$ cat config.mk
export PLATFORM = sky130hd
export DESIGN_NAME = hps_stream_mailbox
export DESIGN_NICKNAME = d
export VERILOG_FILES = /design/src/rtl/hps_mailbox_pkg.sv /design/src/rtl/mailbox_sync_fifo.sv /design/src/rtl/hps_stream_mailbox.sv
export SDC_FILE = /design/constraint.sdc
export NUM_CORES = 1
export LEC_CHECK = 0
export ABC_AREA = 1
export BUFFER_PORTS_ARGS = -buffer_cell sky130_fd_sc_hd__buf_4
export CORE_MARGIN = 5
export CORE_UTILIZATION = 60
export CTS_BUF_LIST = sky130_fd_sc_hd__clkbuf_2
export DETAILED_ROUTE_END_ITERATION = 8
export PLACE_DENSITY = 0.84
export SYNTH_ARGS = -nofsm -noshare
export SYNTH_HDL_FRONTEND = slang
export SYNTH_HIERARCHICAL = 1
export SYNTH_SLANG_ARGS = --single-unit
$ cat constraint.sdc
create_clock -name clk_clk -period 10.6 [get_ports clk_clk]
set_clock_uncertainty 0.15 [all_clocks]
set_input_delay 1.06 -clock clk_clk [delete_from_list [all_inputs] [get_ports clk_clk]]
set_output_delay 1.06 -clock clk_clk [all_outputs]
set_load 0.02 [all_outputs]
$ cat src/rtl/hps_mailbox_pkg.sv
// Shared constants for the HPS stream mailbox: register addresses and bit positions.
package hps_mailbox_pkg;

  localparam int unsigned ADDR_W   = 3;
  localparam int unsigned THRESH_W = 16;

  localparam logic [ADDR_W-1:0] ADDR_TXDATA = 3'd0;
  localparam logic [ADDR_W-1:0] ADDR_RXDATA = 3'd1;
  localparam logic [ADDR_W-1:0] ADDR_STATUS = 3'd2;
  localparam logic [ADDR_W-1:0] ADDR_LEVEL  = 3'd3;
  localparam logic [ADDR_W-1:0] ADDR_CTRL   = 3'd4;
  localparam logic [ADDR_W-1:0] ADDR_THRESH = 3'd5;

  localparam int unsigned ST_TX_FULL  = 0;
  localparam int unsigned ST_TX_EMPTY = 1;
  localparam int unsigned ST_RX_FULL  = 2;
  localparam int unsigned ST_RX_EMPTY = 3;
  localparam int unsigned ST_TX_OVF   = 4;
  localparam int unsigned ST_RX_UDF   = 5;
  localparam int unsigned ST_IRQ      = 6;

  localparam int unsigned CTRL_IRQ_EN   = 0;
  localparam int unsigned CTRL_TX_FLUSH = 1;
  localparam int unsigned CTRL_RX_FLUSH = 2;

endpackage

$ cat src/rtl/mailbox_sync_fifo.sv
// Single-clock show-ahead FIFO; flush beats push/pop, push on full succeeds only with a pop.
module mailbox_sync_fifo #(
  parameter int unsigned WIDTH = 32,
  parameter int unsigned DEPTH = 16
) (
  input  logic                     clk,
  input  logic                     rst_n,
  input  logic                     push_i,
  input  logic                     pop_i,
  input  logic                     flush_i,
  input  logic [WIDTH-1:0]         data_i,
  output logic [WIDTH-1:0]         head_o,
  output logic [$clog2(DEPTH):0]   count_o,
  output logic                     full_o,
  output logic                     empty_o
);

  localparam int unsigned AW = $clog2(DEPTH);
  localparam int unsigned CW = AW + 1;

  logic [WIDTH-1:0] mem_q [DEPTH];
  logic [AW-1:0]    wr_ptr_q, wr_ptr_d;
  logic [AW-1:0]    rd_ptr_q, rd_ptr_d;
  logic [CW-1:0]    count_q, count_d;
  logic             pop_ok_c, push_ok_c;

  assign empty_o   = (count_q == '0);
  assign full_o    = (count_q == CW'(DEPTH));
  assign pop_ok_c  = pop_i && !empty_o;
  assign push_ok_c = push_i && (!full_o || pop_ok_c);

  always_comb begin
    wr_ptr_d = wr_ptr_q;
    rd_ptr_d = rd_ptr_q;
    count_d  = count_q;
    if (flush_i) begin
      wr_ptr_d = '0;
      rd_ptr_d = '0;
      count_d  = '0;
    end else begin
      if (push_ok_c) wr_ptr_d = wr_ptr_q + AW'(1);
      if (pop_ok_c)  rd_ptr_d = rd_ptr_q + AW'(1);
      count_d = count_q + CW'(push_ok_c) - CW'(pop_ok_c);
    end
  end

  always_ff @(posedge clk or negedge rst_n) begin
    if (!rst_n) begin
      wr_ptr_q <= '0;
      rd_ptr_q <= '0;
      count_q  <= '0;
    end else begin
      wr_ptr_q <= wr_ptr_d;
      rd_ptr_q <= rd_ptr_d;
      count_q  <= count_d;
    end
  end

  // Storage needs no reset; the head is masked while empty.
  always_ff @(posedge clk) begin
    if (push_ok_c && !flush_i) mem_q[wr_ptr_q] <= data_i;
  end

  assign head_o  = empty_o ? '0 : mem_q[rd_ptr_q];
  assign count_o = count_q;

endmodule

$ cat src/rtl/hps_stream_mailbox.sv
// Avalon-MM word mailbox between the HPS bridge and fabric valid/ready streams.
module hps_stream_mailbox
  import hps_mailbox_pkg::*;
#(
  parameter int unsigned DATA_W   = 32,
  parameter int unsigned TX_DEPTH = 16,
  parameter int unsigned RX_DEPTH = 16
) (
  input  logic              clk_clk,
  input  logic              reset_reset_n,
  input  logic [2:0]        avs_address,
  input  logic              avs_read,
  input  logic              avs_write,
  input  logic [31:0]       avs_writedata,
  output logic [31:0]       avs_readdata,
  output logic              irq,
  output logic [DATA_W-1:0] tx_data,
  output logic              tx_valid,
  input  logic              tx_ready,
  input  logic [DATA_W-1:0] rx_data,
  input  logic              rx_valid,
  output logic              rx_ready
);

  localparam int unsigned TX_CW = $clog2(TX_DEPTH) + 1;
  localparam int unsigned RX_CW = $clog2(RX_DEPTH) + 1;

  logic [TX_CW-1:0]    tx_count;
  logic [RX_CW-1:0]    rx_count;
  logic [DATA_W-1:0]   rx_head;
  logic                tx_full, tx_empty, rx_full, rx_empty;

  logic                irq_en_q, irq_en_d;
  logic [THRESH_W-1:0] thresh_q, thresh_d;
  logic                tx_ovf_q, tx_ovf_d;
  logic                rx_udf_q, rx_udf_d;
  logic [31:0]         readdata_q, readdata_d;
  logic                irq_q, irq_d;

  logic                wr_tx_c, rd_rx_c, tx_pop_c, rx_push_c, rx_pop_c;
  logic                tx_flush_c, rx_flush_c, irq_raw_c;
  logic [31:0]         status_c;

  assign wr_tx_c    = avs_write && (avs_address == ADDR_TXDATA);
  assign rd_rx_c    = avs_read  && (avs_address == ADDR_RXDATA);
  assign tx_flush_c = avs_write && (avs_address == ADDR_CTRL) && avs_writedata[CTRL_TX_FLUSH];
  assign rx_flush_c = avs_write && (avs_address == ADDR_CTRL) && avs_writedata[CTRL_RX_FLUSH];
  assign tx_pop_c   = tx_valid && tx_ready;
  assign rx_push_c  = rx_valid && rx_ready;
  assign rx_pop_c   = rd_rx_c && !rx_empty;

  mailbox_sync_fifo #(.WIDTH(DATA_W), .DEPTH(TX_DEPTH)) u_tx_fifo (
    .clk     (clk_clk),
    .rst_n   (reset_reset_n),
    .push_i  (wr_tx_c),
    .pop_i   (tx_pop_c),
    .flush_i (tx_flush_c),
    .data_i  (avs_writedata[DATA_W-1:0]),
    .head_o  (tx_data),
    .count_o (tx_count),
    .full_o  (tx_full),
    .empty_o (tx_empty)
  );

  mailbox_sync_fifo #(.WIDTH(DATA_W), .DEPTH(RX_DEPTH)) u_rx_fifo (
    .clk     (clk_clk),
    .rst_n   (reset_reset_n),
    .push_i  (rx_push_c),
    .pop_i   (rx_pop_c),
    .flush_i (rx_flush_c),
    .data_i  (rx_data),
    .head_o  (rx_head),
    .count_o (rx_count),
    .full_o  (rx_full),
    .empty_o (rx_empty)
  );

  assign tx_valid = !tx_empty;
  assign rx_ready = !rx_full;

  // Level term is ignored while THRESH is zero.
  assign irq_raw_c = ((thresh_q != '0) && (32'(rx_count) >= 32'(thresh_q)))
                     || tx_ovf_q || rx_udf_q;

  always_comb begin
    status_c              = '0;
    status_c[ST_TX_FULL]  = tx_full;
    status_c[ST_TX_EMPTY] = tx_empty;
    status_c[ST_RX_FULL]  = rx_full;
    status_c[ST_RX_EMPTY] = rx_empty;
    status_c[ST_TX_OVF]   = tx_ovf_q;
    status_c[ST_RX_UDF]   = rx_udf_q;
    status_c[ST_IRQ]      = irq_raw_c;
  end

  always_comb begin
    irq_en_d   = irq_en_q;
    thresh_d   = thresh_q;
    tx_ovf_d   = tx_ovf_q;
    rx_udf_d   = rx_udf_q;
    readdata_d = '0;
    irq_d      = irq_en_q && irq_raw_c;

    if (wr_tx_c && tx_full && !tx_pop_c && !tx_flush_c) tx_ovf_d = 1'b1;
    if (rd_rx_c && rx_empty && !rx_flush_c)             rx_udf_d = 1'b1;

    if (avs_write) begin
      unique case (avs_address)
        ADDR_STATUS: begin
          if (avs_writedata[ST_TX_OVF]) tx_ovf_d = 1'b0;
          if (avs_writedata[ST_RX_UDF]) rx_udf_d = 1'b0;
        end
        ADDR_CTRL:   irq_en_d = avs_writedata[CTRL_IRQ_EN];
        ADDR_THRESH: thresh_d = avs_writedata[THRESH_W-1:0];
        default: ;
      endcase
    end

    if (avs_read) begin
      unique case (avs_address)
        ADDR_RXDATA: readdata_d = 32'(rx_head);
        ADDR_STATUS: readdata_d = status_c;
        ADDR_LEVEL:  readdata_d = {16'(rx_count), 16'(tx_count)};
        ADDR_CTRL:   readdata_d = 32'(irq_en_q);
        ADDR_THRESH: readdata_d = 32'(thresh_q);
        default:     readdata_d = '0;
      endcase
    end
  end

  always_ff @(posedge clk_clk or negedge reset_reset_n) begin
    if (!reset_reset_n) begin
      irq_en_q   <= 1'b0;
      thresh_q   <= '0;
      tx_ovf_q   <= 1'b0;
      rx_udf_q   <= 1'b0;
      readdata_q <= '0;
      irq_q      <= 1'b0;
    end else begin
      irq_en_q   <= irq_en_d;
      thresh_q   <= thresh_d;
      tx_ovf_q   <= tx_ovf_d;
      rx_udf_q   <= rx_udf_d;
      readdata_q <= readdata_d;
      irq_q      <= irq_d;
    end
  end

  assign avs_readdata = readdata_q;
  assign irq          = irq_q;

endmodule

Word level (Yosys, flattened, before mapping)
Memories as Yosys holds them, arrays and structs flattened. Index checks and enable logic that the tools add are counted.

Flip-flop bits (word level): 78. RAM bits: 1024. Logic and storage cells: 98. Memories kept: 2.

Eq/ne operators: 7. Add/sub/neg operators: 8. Reduce and logical (&&, ||, !) cells: 42. Muxes and demuxes: 26. $lt $le $gt $ge: 1.

Memories: u_rx_fifo.mem_q (words 16, bits a word 32, read ports 1, clocked after memory_dff 0, wr ports 1, line mailbox_sync_fifo.sv:21) `logic [WIDTH-1:0] mem_q [DEPTH];`; u_tx_fifo.mem_q (words 16, bits a word 32, read ports 1, clocked after memory_dff 0, wr ports 1, line mailbox_sync_fifo.sv:21).

Operator list (count): 32-bit one-hot mux with 5 select lines (1); 32-bit two-way mux (3); 4-bit two-way mux (8); 1-bit logical AND (21); 4-bit by 1-bit adder with 4-bit output (second input constant) (4); 5-bit by 16-bit greater-or-equal comparator with 1-bit output (1); 16-bit nonzero test (1); 1-bit two-way mux (12); 5-bit by 1-bit adder with 5-bit output (2); 5-bit equality test (second input constant) (2); 5-bit zero test (2); 5-bit two-way mux (2); 5-bit by 1-bit subtractor with 5-bit output (2); 2-bit nonzero test (4); 1-bit zero test (7); 3-bit by 2-bit equality test with 1-bit output (second input constant) (2); 3-bit equality test (second input constant) (2); 1-bit logical OR (4); 2-bit AND reduction (2); 3-bit by 1-bit equality test with 1-bit output (second input constant) (1); 3-bit zero test (1).

Depth between registers and ports, before layout
Gate-level depths: netlist of run 1.

Depth after elaboration: 10. Mapped depth: 22. Gate-level depth less buffers: 21.

Cells and area by module
The synthesis of run 1 kept the hierarchy.

By module, submodules not included: mailbox_sync_fifo (cells each 1909, times used 2, area an instance 21581.9 µm², seq. area each 15700.1 µm²); hps_stream_mailbox (cells each 259, times used 1, area an instance 2386.0 µm², seq. area each 1301.2 µm²).

Least setup slack after synthesis of run 1
OpenSTA, ideal clock, no wires.

Kind: input-to-reg. Start: input port avs_address[2]. End: memory u_rx_fifo.mem_q[10][0] (enable). Buffers on the path: 1. Data arrival time: 3.420 ns. Library setup time: 0.421 ns. Cell stages on the path: 10. Path slack: 6.609 ns. Data required time: 10.029 ns. Cells stage by stage: nor3_4 -> nand2_1 -> nor2_1 -> inv_1 -> nand2_1 -> nand2_1 -> inv_2 -> nand2_2 -> buf_6 -> nor2_1.

Cells in the longest elaborated chain, start to end: 9.

Ends and longest elaborated chain: start, declared (line hps_stream_mailbox.sv:11) `input logic [2:0] avs_address,`; 3-bit by 1-bit equality test with 1-bit output (line hps_stream_mailbox.sv:45) `assign rd_rx_c = avs_read && (avs_address == ADDR_RXDATA);`; 1-bit logical AND (line hps_stream_mailbox.sv:45); 1-bit logical AND (line hps_stream_mailbox.sv:50) `assign rx_pop_c = rd_rx_c && !rx_empty;`; net rx_pop_c (line hps_stream_mailbox.sv:40) `logic wr_tx_c, rd_rx_c, tx_pop_c, rx_push_c, rx_pop_c;`; 1-bit logical AND (line mailbox_sync_fifo.sv:29) `assign pop_ok_c = pop_i && !empty_o;`; 1-bit logical OR (line mailbox_sync_fifo.sv:30) `assign push_ok_c = push_i && (!full_o || pop_ok_c);`; 1-bit logical AND (line mailbox_sync_fifo.sv:30); 1-bit logical AND (line mailbox_sync_fifo.sv:61) `if (push_ok_c && !flush_i) mem_q[wr_ptr_q] <= data_i;`; 1-bit two-way mux (line mailbox_sync_fifo.sv:61); 1-bit two-way mux (not written as such) (line mailbox_sync_fifo.sv:61); end, declared (line mailbox_sync_fifo.sv:21).

The timed path passes the listed nets, and every way through them passes these cells.

Final worst setup path of run 1
Start: register u_tx_fifo.rd_ptr_q[0]. End: output port tx_data[17].

Cells in the longest elaborated chain, start to end: 2.

Ends and longest elaborated chain: start, declared (line mailbox_sync_fifo.sv:23) `logic [AW-1:0] rd_ptr_q, rd_ptr_d;`; start signal, assigned (line mailbox_sync_fifo.sv:54) `rd_ptr_q <= rd_ptr_d;`; memory 16 x 32 bit; 32-bit two-way mux (line mailbox_sync_fifo.sv:64) `assign head_o = empty_o ? '0 : mem_q[rd_ptr_q];`; end, declared (line hps_stream_mailbox.sv:17) `output logic [DATA_W-1:0] tx_data,`.

Every way passes these cells.

==> flow_metrics.env, run 1 <==
export IMPL_leakagePower_nw=20.15
export IMPL_placed_cells=5019
export IMPL_worst_pin_slew_ns=1.276
export IMPL_synth_cell_types=40
export IMPL_post_route_period_util_pct=60.36
export IMPL_required_ns=9.39
export IMPL_start_util_pct=60.28
export IMPL_synth_seq_area_share_pct=71.79
export IMPL_setup_violations=0
export IMPL_ys_seq_elements=1102
export IMPL_drc=0
export IMPL_drt_wirelength_per_cell_um=20.61
export IMPL_syn_cell_area_um2=45550
export IMPL_worstSetupEndpointType="output port"
export IMPL_synthArstFlopShare_pct=7.078
export IMPL_ys_flop_type="edfxtp_1"
export IMPL_worstPathArrival_ns=5.19
export IMPL_ctsHtreeMaxLevel=5
export IMPL_criticalPathCategory="register to output port"
export IMPL_startpoint_type="register"
export IMPL_via_count=32110
export IMPL_antenna_found_initial=5
export IMPL_ant_nets=0
export IMPL_grt_use_total_pct=27.65
export IMPL_synthCells=4077
export IMPL_mostFrequentLayoutCells="1708 x nand2_1, 1024 x edfxtp_1, 399 x clkbuf_2"
export IMPL_cts_tree="yes"
export IMPL_clkTransAtPathRegs_ns=0.11
export IMPL_grt_pass1_vias=31210
export IMPL_maxCapViolCount=0
export IMPL_fin_cells=5548
export IMPL_cts_buffers=277
export IMPL_cts_sinks=1102
export IMPL_peakVddDrop_mv=0.1821
export IMPL_rsz0062_at_grt="false"
export IMPL_grt_max_degree=213
export IMPL_synth_edff_count=1024
export IMPL_pin_count=140
export IMPL_slew_limit_headroom_pct=14.73
export IMPL_fmax_mhz=156.3
export IMPL_die_h_um=285.5
export IMPL_nets=4495
export IMPL_syn_avg_cell_area_um2=11.17
export IMPL_clockBufferDepth=4
export IMPL_drive_gt1_share_pct=14.31
export IMPL_portBuffers=139
export IMPL_routed_wl_um=114400
export IMPL_areaGrowthSynthToFinish_pct=10.23
export IMPL_hold_viol=0
export IMPL_final_common_cell="nand2_1"
export IMPL_cts_root_buf="clkbuf_2"
export IMPL_globalRouteOverflowTotal=0
export IMPL_first_pass_iters=6
export IMPL_syn_nets=4177
export IMPL_hpwl_um=63110
export IMPL_num_rows=101
export IMPL_die_area_um2=81530
export IMPL_drv_slew=0
export IMPL_outcome="finished clean"
export IMPL_avgViaCountPerCell=5.788
export IMPL_setup_tns_ns=0
export IMPL_core_area_um2=75570
export IMPL_hp_class="input port to register"
export IMPL_min_period_ns=6.398
export IMPL_crit_fanout=102
export IMPL_worstSkewPairLatency_ns=1.49
export IMPL_grt_pass1_wl_um=173500
export IMPL_finalWeightedCongestion=0.8899
export IMPL_cellPowerDensity_nw_per_um2=235.4
export IMPL_drtIter0Drc=4495
export IMPL_ys_warn_count=6
export IMPL_die_x_um=285.5
==> cell type report <==
class                   count  area [µm²]
clock buffers             399        1997
fillers                  5169       25360
inverters                  93       364.1
repair buffers            253        2110
well taps                 978        1224
multi-input cells        2668       11540
flip-flops and latches   1102       32720
clock inverters            49       246.5
diodes                      6       15.01
==> per-layer routing <==
metal	GRT usage (%)	part of all wire [%]
met4	11.39	3.4
met3	8.335	13
met2	43.78	47
met5	0	0
met1	36.22	36
==> metrics by stage <==
| step | area, µm² | util, % | power, W | hold slack (ns) | worst slack (ns) |
|---|---|---|---|---|---|
| after detailed placement | 47190 | 62.44 | 0.009138 | 0.3746 | 5.632 |
| after floorplan | 45550 | - | 0.007958 | 0.3182 | 6.609 |
| after global placement | 47190 | 62.44 | 0.009005 | 0.3551 | 5.701 |
| after CTS | 50190 | 66.42 | 0.01178 | 0.1050 | 4.092 |
| final | 50210 | 66.44 | 0.01182 | 0.2958 | 4.202 |
| after global routing | 50200 | 66.43 | 0.01250 | 0.1386 | 3.816 |
==> sequential cells by signal (all words and copies together) (netlist names), 5 cells and up <==
signal,flops
avs_readdata,32
thresh_q,16
u_rx_fifo/count_o,5
u_rx_fifo/mem_q,512
u_tx_fifo/count_o,5
u_tx_fifo/mem_q,512
==> synthesized netlist by cell type, types with 3 or more instances <==
cell      instances  area [µm²]
inv_2             4       15.01
ha_1             25       312.8
nor2_1          292        1096
dfrtp_1          78        1952
nand4_1           8       50.05
nand3_1         357        1787
inv_1            84       315.3
edfxtp_1       1024       30750
inv_4             3       18.77
a21oi_1         203        1016
nor3_1            3       15.01
o21ai_1           4       20.02
buf_1            16       60.06
buf_4            51       382.9
nand2_2           5       31.28
nand2_1        1708        6411
buf_6             8       90.09
o21ai_0           9       45.04
a41oi_1           4       35.03
xor2_1            8       70.07
mux2_4            6       90.09
a22oi_1          15       112.6
buf_2           113       565.5
clkbuf_1         26       97.59
==> critical path, cell delays in order, from the launching register on <==
cell and delay (ns):
dfrtp_4 1.03, buf_4 0.99, buf_4 0.82, nand2_1 0.14
a21oi_1 0.20, nor2_1 0.08, nand2_1 0.07, nand2_1 0.06
nor2_1 0.22, buf_4 0.19
==> timing repair <==
item	4_1_cts	5_1_grt
setup buffers	0	0
resized for setup	0	0
hold buffers	75	0
hold endpoints to repair	1069	0
==> path summary, 6_finish.rpt <==
| path | slack (ns) | cells past startpoint | endpoint | startpoint |
|---|---|---|---|---|
| max reg2reg | 6.31 | 12 | u_rx_fifo/mem_q[3][17] | u_rx_fifo/count_o[2] |
| min | 0.30 | 2 | u_tx_fifo/mem_q[6][20] | avs_writedata[20] |
| max | 4.20 | 9 | tx_data[17] | u_tx_fifo/rd_ptr_q[0] |
| max in group asynchronous | 8.72 | 4 | u_rx_fifo/rd_ptr_q[1] | reset_reset_n |
| min reg2reg | 0.40 | 2 | rx_udf_q | rx_udf_q |
| min in group asynchronous | 0.57 | 4 | avs_readdata[24] | reset_reset_n |
==> kinds of logic after synthesis <==
| logic type | share of synthesized area, % |
|---|---|
| buf+inv | 3.409 |
| xor+xnor | 0.1538 |
| compound gates | 2.846 |
| simple gates | 20.83 |
| flops | 71.79 |
| mux | 0.1978 |
| fa+ha+maj | 0.7746 |
==> power breakdown <==
group	total (W)	internal [W]	switching [W]
combinational	0.00394	0.00118	0.00276
sequential	0.00524	0.00500	0.000237
clock	0.00264	0.00104	0.00160
No activity file was read; power rests on OpenSTA's default activity.
==> inputs of run 2 (changes only) <==
--- a/config.mk
+++ b/config.mk
@@ -5,7 +5,7 @@
 export SDC_FILE = /design/constraint.sdc
 export NUM_CORES = 1
 export LEC_CHECK = 0
-export ABC_AREA = 1
+export ABC_AREA = 0
 export BUFFER_PORTS_ARGS = -buffer_cell sky130_fd_sc_hd__buf_4
 export CORE_MARGIN = 5
 export CORE_UTILIZATION = 60
==> constraint.sdc (replaced) <==
create_clock -name clk_clk -period 6.2 [get_ports clk_clk]
set_clock_uncertainty 0.15 [all_clocks]
set_input_delay 0.62 -clock clk_clk [delete_from_list [all_inputs] [get_ports clk_clk]]
set_output_delay 0.62 -clock clk_clk [all_outputs]
set_load 0.02 [all_outputs]
==> run 2 against run 1 <==
Synthesized cell count fell by 51%. Wire length fell by 13%. Clock power rose by 72%. Global-route usage fell by 1.6 points.
==> flow_metrics.env, run 2 <==
export IMPL_mostFrequentLayoutCells="1024 x edfxtp_1, 384 x clkbuf_2, 256 x mux4_2"
export IMPL_fmax_mhz=189.3
export IMPL_hpwl_um=56740
export IMPL_hold_buffers=147
export IMPL_cts_tree="yes"
export IMPL_die_area_um2=76920
export IMPL_hp_class="input port to register"
export IMPL_synthCells=1988
export IMPL_cts_setup_buffers=0
export IMPL_use_met3_pct=6.001
export IMPL_grt_pass1_wl_um=150100
export IMPL_grtUsageMet1_pct=34.33
export IMPL_ys_flop_type="edfxtp_1"
export IMPL_final_common_cell="edfxtp_1"
export IMPL_globalRouteOverflowTotal=0
export IMPL_drv_slew=0
export IMPL_cts_root_buf="clkbuf_2"
export IMPL_min_period_ns=5.282
export IMPL_areaGrowthSynthToFinish_pct=14.07
export IMPL_clockBufferDepth=4
export IMPL_post_cts_resized=0
export IMPL_slew_limit_headroom_pct=13.94
export IMPL_setup_slack_ns=0.9184
export IMPL_pin_count=140
export IMPL_worstSetupEndpointType="output port"
export IMPL_num_rows=98
export IMPL_cts_buffers=278
export IMPL_setup_tns_ns=0
export IMPL_startpoint_type="register"
export IMPL_syn_avg_cell_area_um2=21.57
export IMPL_routed_wl_um=99600
export IMPL_synth_top_area_share_pct=71.70
export IMPL_grt_use_total_pct=26.06
export IMPL_ant_nets=0
export IMPL_start_util_pct=60.20
export IMPL_drc=0
export IMPL_cellPowerDensity_nw_per_um2=397.4
export IMPL_outcome="finished clean"
export IMPL_nets=2597
export IMPL_synth_commonest_cells="1024 x edfxtp_1, 256 x mux4_2, 81 x nor3_1, 78 x dfrtp_1, 72 x mux2i_1"
export IMPL_final_util_pct=68.67
export IMPL_die_h_um=277.3
export IMPL_drtIter0Drc=2756
export IMPL_die_x_um=277.3
export IMPL_grt_pass1_vias=24190
export IMPL_hold_viol=0
export IMPL_portBuffers=139
export IMPL_core_area_um2=71240
export IMPL_via_count=22840
export IMPL_leakagePower_nw=16.73
export IMPL_drt_wirelength_per_cell_um=27.52
export IMPL_antenna_found_initial=4
export IMPL_first_pass_iters=7
export IMPL_finalWeightedCongestion=0.8962
export IMPL_ys_seq_elements=1102
export IMPL_synth_most_common_cell="edfxtp_1"
export IMPL_grt_max_degree=74
export IMPL_criticalPathCategory="register to output port"
export IMPL_ys_warn_count=6
export IMPL_maxCapViolCount=0
export IMPL_drive_gt1_share_pct=34.52
export IMPL_ys_top_cells_by_area="edfxtp_1 72%, mux4_2 13%, dfrtp_1 4.6%, mux2i_1 1.7%, a221o_1 1.5%"
export IMPL_synth_cell_types=51
export IMPL_crit_fanout=56
export IMPL_cts_sinks=1102
export IMPL_synthArstFlopShare_pct=7.078
export IMPL_worst_pin_slew_ns=1.288
export IMPL_syn_nets=2088
export IMPL_synth_top_cell_by_area="edfxtp_1"
export IMPL_pre_cts_ws_ns=1.799
export IMPL_worstPathArrival_ns=4.51
export IMPL_ctsHtreeMaxLevel=5
export IMPL_rsz0062_at_grt="false"
export IMPL_post_route_period_util_pct=85.19
export IMPL_grt_busiest_layer="met2"
export IMPL_synth_seq_area_share_pct=76.26
export IMPL_worstSkewPairLatency_ns=1.41
export IMPL_setup_violations=0
export IMPL_required_ns=5.43
export IMPL_avgViaCountPerCell=6.311
export IMPL_clkTransAtPathRegs_ns=0.10
export IMPL_peakVddDrop_mv=0.3642
export IMPL_synth_edff_count=1024
export IMPL_grtUsageMet2_pct=43.34
export IMPL_syn_cell_area_um2=42880
[run 2: layout make-up]
type	instances	area, µm²
Tap cell	950	1189
Clock inverter	61	341.6
Multi-Input combinational cell	753	9687
Sequential cell	1102	32720
Clock buffer	384	1922
Timing Repair Buffer	341	2965
Inverter	21	78.83
Fill cell	4309	22320
Antenna cell	7	17.52
[run 2: where the power goes]
group          total (W)  switching [W]  internal [W]
logic            0.00572        0.00298       0.00274
registers        0.00918       0.000586       0.00860
clock network    0.00454        0.00273       0.00181
[run 2: worst paths after layout]
check | end | from | cells past startpoint | slack, ns
max | tx_data[20] | u_tx_fifo/rd_ptr_q[0] | 6 | 0.92
min | avs_readdata[10] | avs_address[2] | 4 | 0.17
max reg2reg | u_rx_fifo/mem_q[15][9] | u_rx_fifo/count_o[2] | 9 | 1.71
min reg2reg | irq_en_q | irq_en_q | 1 | 0.39
max in group asynchronous | u_tx_fifo/rd_ptr_q[1] | reset_reset_n | 5 | 3.84
min in group asynchronous | avs_readdata[26] | reset_reset_n | 4 | 0.59
[run 2: stage by stage]
stage | std cells | power [W] | hold slack, ns | instance area, µm²
final | 3619 | 0.01944 | 0.1667 | 48920
after global routing | 3616 | 0.02037 | 0.08877 | 48910
after CTS | 3612 | 0.01952 | 0.01197 | 48900
after detailed placement | 3020 | 0.01494 | 0.3183 | 45170
after global placement | 3020 | 0.01477 | 0.3164 | 45170
after floorplan | 1988 | 0.01313 | 0.1744 | 42880
[run 2: critical path, cell delays in order (launching register included)]
cell and delay (ns):
dfrtp_4 1.20, buf_4 0.58, mux4_2 0.58, mux2i_1 0.18
nor3_1 0.08, a221o_1 0.29, buf_4 0.16
[run 2: cell families (layout without fill, tap and decap cells)]
group | Yosys count | in the layout | synth area share [%]
simple gates | 239 | 239 | 2.801
flops | 1102 | 1102 | 76.26
other cells | 0 | 7 | 0
xor+xnor | 18 | 18 | 0.3676
fa+ha+maj | 27 | 27 | 0.8228
compound gates | 119 | 119 | 2.305
mux | 350 | 350 | 15.79
buf+inv | 133 | 807 | 1.657
[run 2: layer usage]
layer  routed length [µm]  vias up
met5                   13        -
met4                 3062        2
li1                     -     9455
met1                35840    11690
met2                51180     1463
met3                 9499      228
